==> config.mk <==
export PLATFORM = sky130hd
export DESIGN_NAME = fetch_unit
export DESIGN_NICKNAME = d
export VERILOG_FILES = /design/src/rtl/fetch_unit.sv
export SDC_FILE = /design/constraint.sdc
export NUM_CORES = 1
export LEC_CHECK = 0
export CAP_MARGIN = 10
export CORE_ASPECT_RATIO = 1.75
export CORE_MARGIN = 4
export CORE_UTILIZATION = 43
export CTS_CLUSTER_DIAMETER = 200
export DETAILED_ROUTE_END_ITERATION = 12
export GPL_TIMING_DRIVEN = 0
export HOLD_SLACK_MARGIN = 0.12
export PLACE_DENSITY = 0.87
export SKIP_CTS_REPAIR_TIMING = 1
export SYNTH_ARGS = -nofsm -noshare
export SYNTH_HDL_FRONTEND = slang
export SYNTH_SLANG_ARGS = --single-unit
==> constraint.sdc <==
create_clock -name clk -period 2.7 [get_ports clk]
set_input_delay 0.81 -clock clk [delete_from_list [all_inputs] [get_ports clk]]
set_output_delay 0.81 -clock clk [all_outputs]
set_load 0.005 [all_outputs]
==> src/rtl/fetch_unit.sv <==
// Instruction fetch stage: owns the PC, drives the combinational ROM address and
// registers the fetched word toward the decoder under a valid/ready handshake.
module fetch_unit #(
   parameter int unsigned ADDR_W   = 8,
   parameter int unsigned DATA_W   = 24,
   parameter logic [ADDR_W-1:0] RESET_PC = '0
) (
   input  logic              clk,
   input  logic              rst,
   output logic [ADDR_W-1:0] rom_addr,
   input  logic [DATA_W-1:0] rom_data,
   output logic [DATA_W-1:0] instr,
   output logic [ADDR_W-1:0] instr_pc,
   output logic              instr_valid,
   input  logic              instr_ready,
   input  logic              jump_en,
   input  logic [ADDR_W-1:0] jump_addr,
   input  logic              branch_en,
   input  logic [ADDR_W-1:0] branch_off,
   input  logic              halt,
   output logic              halted
);

   typedef enum logic {RUN = 1'b0, HALTED = 1'b1} state_t;

   state_t            state_q, state_d;
   logic [ADDR_W-1:0] pc_q, pc_d;
   logic [DATA_W-1:0] instr_q, instr_d;
   logic [ADDR_W-1:0] instr_pc_q, instr_pc_d;
   logic              valid_q, valid_d;
   logic              slot_free;

   assign slot_free = !valid_q || instr_ready;

   always_comb begin
      state_d    = state_q;
      pc_d       = pc_q;
      instr_d    = instr_q;
      instr_pc_d = instr_pc_q;
      valid_d    = valid_q;
      if (jump_en) begin
         // Absolute redirect works from either state and drops whatever is held.
         pc_d    = jump_addr;
         valid_d = 1'b0;
         state_d = RUN;
      end else if (state_q == RUN) begin
         if (branch_en && valid_q) begin
            pc_d    = instr_pc_q + branch_off;
            valid_d = 1'b0;
         end else if (halt) begin
            state_d = HALTED;
            if (instr_ready) valid_d = 1'b0;
         end else if (slot_free) begin
            instr_d    = rom_data;
            instr_pc_d = pc_q;
            valid_d    = 1'b1;
            pc_d       = pc_q + ADDR_W'(1);
         end
      end else begin
         // Halted: only drain a pending instruction, never fetch.
         if (valid_q && instr_ready) valid_d = 1'b0;
      end
   end

   always_ff @(posedge clk) begin
      if (rst) begin
         state_q    <= RUN;
         pc_q       <= RESET_PC;
         instr_q    <= '0;
         instr_pc_q <= '0;
         valid_q    <= 1'b0;
      end else begin
         state_q    <= state_d;
         pc_q       <= pc_d;
         instr_q    <= instr_d;
         instr_pc_q <= instr_pc_d;
         valid_q    <= valid_d;
      end
   end

   assign rom_addr    = pc_q;
   assign instr       = instr_q;
   assign instr_pc    = instr_pc_q;
   assign instr_valid = valid_q;
   assign halted      = (state_q == HALTED);

endmodule

==> flow_summary.ini <==
[power]
ir_drop_mv = 0.315
p_per_area_nw_per_um2 = 456
p_leak_nw = 1.18

[floorplanning]
fp.coreArea_um2 = 4790
rows = 33
ios = 88
die_area_um2 = 6270
floorplan.initialDensity_pct = 45.1
die_w_um = 61.6
chipHeight_um = 102

[logic_synthesis]
ys_types = 47
synthCells = 279
syn_avg_cell_area_um2 = 7.75
synth_edf_count = 0
synth_area_um2 = 2160
synthFlopType = dfxtp_1
synthArstFlopShare_pct = 0
syn-num-nets = 334
synth-seq-cells = 42
synth-seq-area-share_pct = 38.9
ys_warn_count = 0

[setup_path]
worstPathCellList = clkdlybuf4s50_1 > ha_1 > inv_1 > fa_1 > nand2b_1 > a21oi_2 > and3_1 > nor4_1 > a211o_1
cp.arrival_ns = 2.81
crit_fanout = 3
critical_path_class = in2reg
cp-end-kind = register
critPathSlowestCell = clkdlybuf4s50_1
slowest_delay_ns = 0.47
r2r_cells = 8
cp.required_ns = 2.88
critPathLaunchType = input port

[cells_and_area]
final_common_cell = clkdlybuf4s50_1
fin_nets = 427
finalCoreUtilization_pct = 66.9
multi_input_area_um2 = 1230
finalNonFillerCells = 425
diodes = 0
drive_gt1_share_pct = 6.43
final_cell_mix = clkdlybuf4s50_1, nand2_1, a21oi_1, dfxtp_1, nor2_1
area_growth_syn_to_layout_pct = 48.3
fillers = 401
final-seq-area_um2 = 841

[route]
drt.antenna.violating_nets = 0
wl_per_cell_um = 14.5
routed_wl_um = 6180
drc = 0
via_per_inst = 5.43
drt_iter0_drc = 102
first_pass_iters = 4
num_vias = 2309

[global_routing]
grt_pass1_vias = 2257
grt_max_degree = 14
grt-ovfl-total = 0
antenna_found_initial = 0
gr-usage-all-layers_pct = 20.2
grt_first_pass_wirelength_um = 9870

[sta]
drv_slew = 0
fmax_ghz = 0.381
clock_skew_ns = 0.00380
worst_pin_slew_ns = 0.555
slew_headroom_pct = 63.0
hold_violations = 0
timing.final.crit_share_pct = 97.3
rsz0062_at_grt = no
finalSetupViolCount = 0
fin_crit_ns = 2.63

[clock_network]
cts_tree = built
clk_path_buf_depth = 2
clock_sinks = 42
clk_latency_ns = 0.29
clock-root-buffer = clkbuf_8
cts_made_buffers = 5
path_clk_slew_ns = 0.08
h-tree-depth = 2

[job]
maxCapViolations = 0

[placed_design]
place_inst = 417
port_buffers = 86
place_hpwl_um = 4840
gp_congestion = 0.862

[outcome]
outcome = finished clean

[hold_path]
hold_depth = 2
holdCritPathClass = reg2reg
Yosys cell counts (5+ instances only):
library cell / instances / area share (%)
nand3_1: 6 / 1.4
nor3_1: 5 / 1.2
nor4_1: 5 / 1.4
nand2_1: 77 / 13
dfxtp_1: 42 / 39
a21oi_1: 44 / 10
inv_1: 6 / 1.0
ha_1: 8 / 4.6
clkbuf_1: 7 / 1.2
nor2_1: 12 / 2.1
buf_2: 6 / 1.4
o21ai_0: 7 / 1.6
per-layer routing:
layer | track usage (%) | vias to the layer above | wire length [µm]
li1 | - | 1166 | -
met5 | 0 | - | 0
met1 | 21.8 | 1049 | 2310
met3 | 5.74 | 17 | 441
met2 | 35.5 | 77 | 3260
met4 | 8.33 | 0 | 164
critical path, delay by kind of cell:
kind	cells	cell delay, ns
AOI/OAI and AO/OA	2	0.49
buffers and inverters	2	0.53
adders and majority gates	2	0.55
and+or+nand+nor	3	0.42
state kept, by name, indices dropped and copies added, names as in the netlist:
signal,cells
halted,1
instr_valid,1
rom_addr,8
instr_pc,8
instr,24
worst paths after layout:
| check | start | slack, ns | to |
|---|---|---|---|
| setup / recovery | branch_off[0] | 0.07 | rom_addr[6]$_SDFFE_PP0P_ |
| setup reg to reg | instr_pc[0]$_SDFFE_PP0P_ | 0.68 | rom_addr[6]$_SDFFE_PP0P_ |
| hold / removal | instr[14]$_SDFFE_PP0P_ | 0.45 | instr[14]$_SDFFE_PP0P_ |
| hold reg to reg | instr[14]$_SDFFE_PP0P_ | 0.45 | instr[14]$_SDFFE_PP0P_ |
power by group:
part           total [W]  leakage [nW]  internal (W)  switching [W]
Sequential      0.000679         0.343      0.000650      0.0000294
Clock           0.000486        0.0579      0.000272       0.000214
Combinational   0.000296         0.775      0.000167       0.000129
layout make-up:
cell class,instances,share of cell area [%]
Multi-Input combinational cell,215,38.3
Timing Repair Buffer,86,26.9
Sequential cell,42,26.2
Buffer,15,2.34
Clock buffer,5,2.15
Tap cell,52,2.03
Clock inverter,3,1.25
Inverter,7,0.820
stage by stage:
stage / hold slack, ns / setup TNS (ns) / total power [W] / setup WS (ns) / cell area, µm²
after CTS: 0.456 / 0 / 0.00148 / 0.0422 / 3200
final: 0.454 / 0 / 0.00146 / 0.0723 / 3210
after global routing: 0.472 / 0 / 0.00153 / 0.00721 / 3210
after global placement: 0.441 / -0.494 / 0.000981 / -0.235 / 3090
after detailed placement: 0.446 / -0.530 / 0.000989 / -0.256 / 3090
after floorplan: 0.453 / 0 / 0.000822 / 0.384 / 2160
logic make-up after synthesis:
kind of cell / count (synthesis) / share of synthesized area [%]
AOI/OAI and AO/OA: 80 / 24.0
muxes: 1 / 0.463
adders and majority gates: 9 / 5.56
DFF: 42 / 38.9
buffers and inverters: 22 / 4.69
and+or+nand+nor: 122 / 25.2
xor gates and xnor gates: 3 / 1.22
No activity file was read; power rests on OpenSTA's default activity.
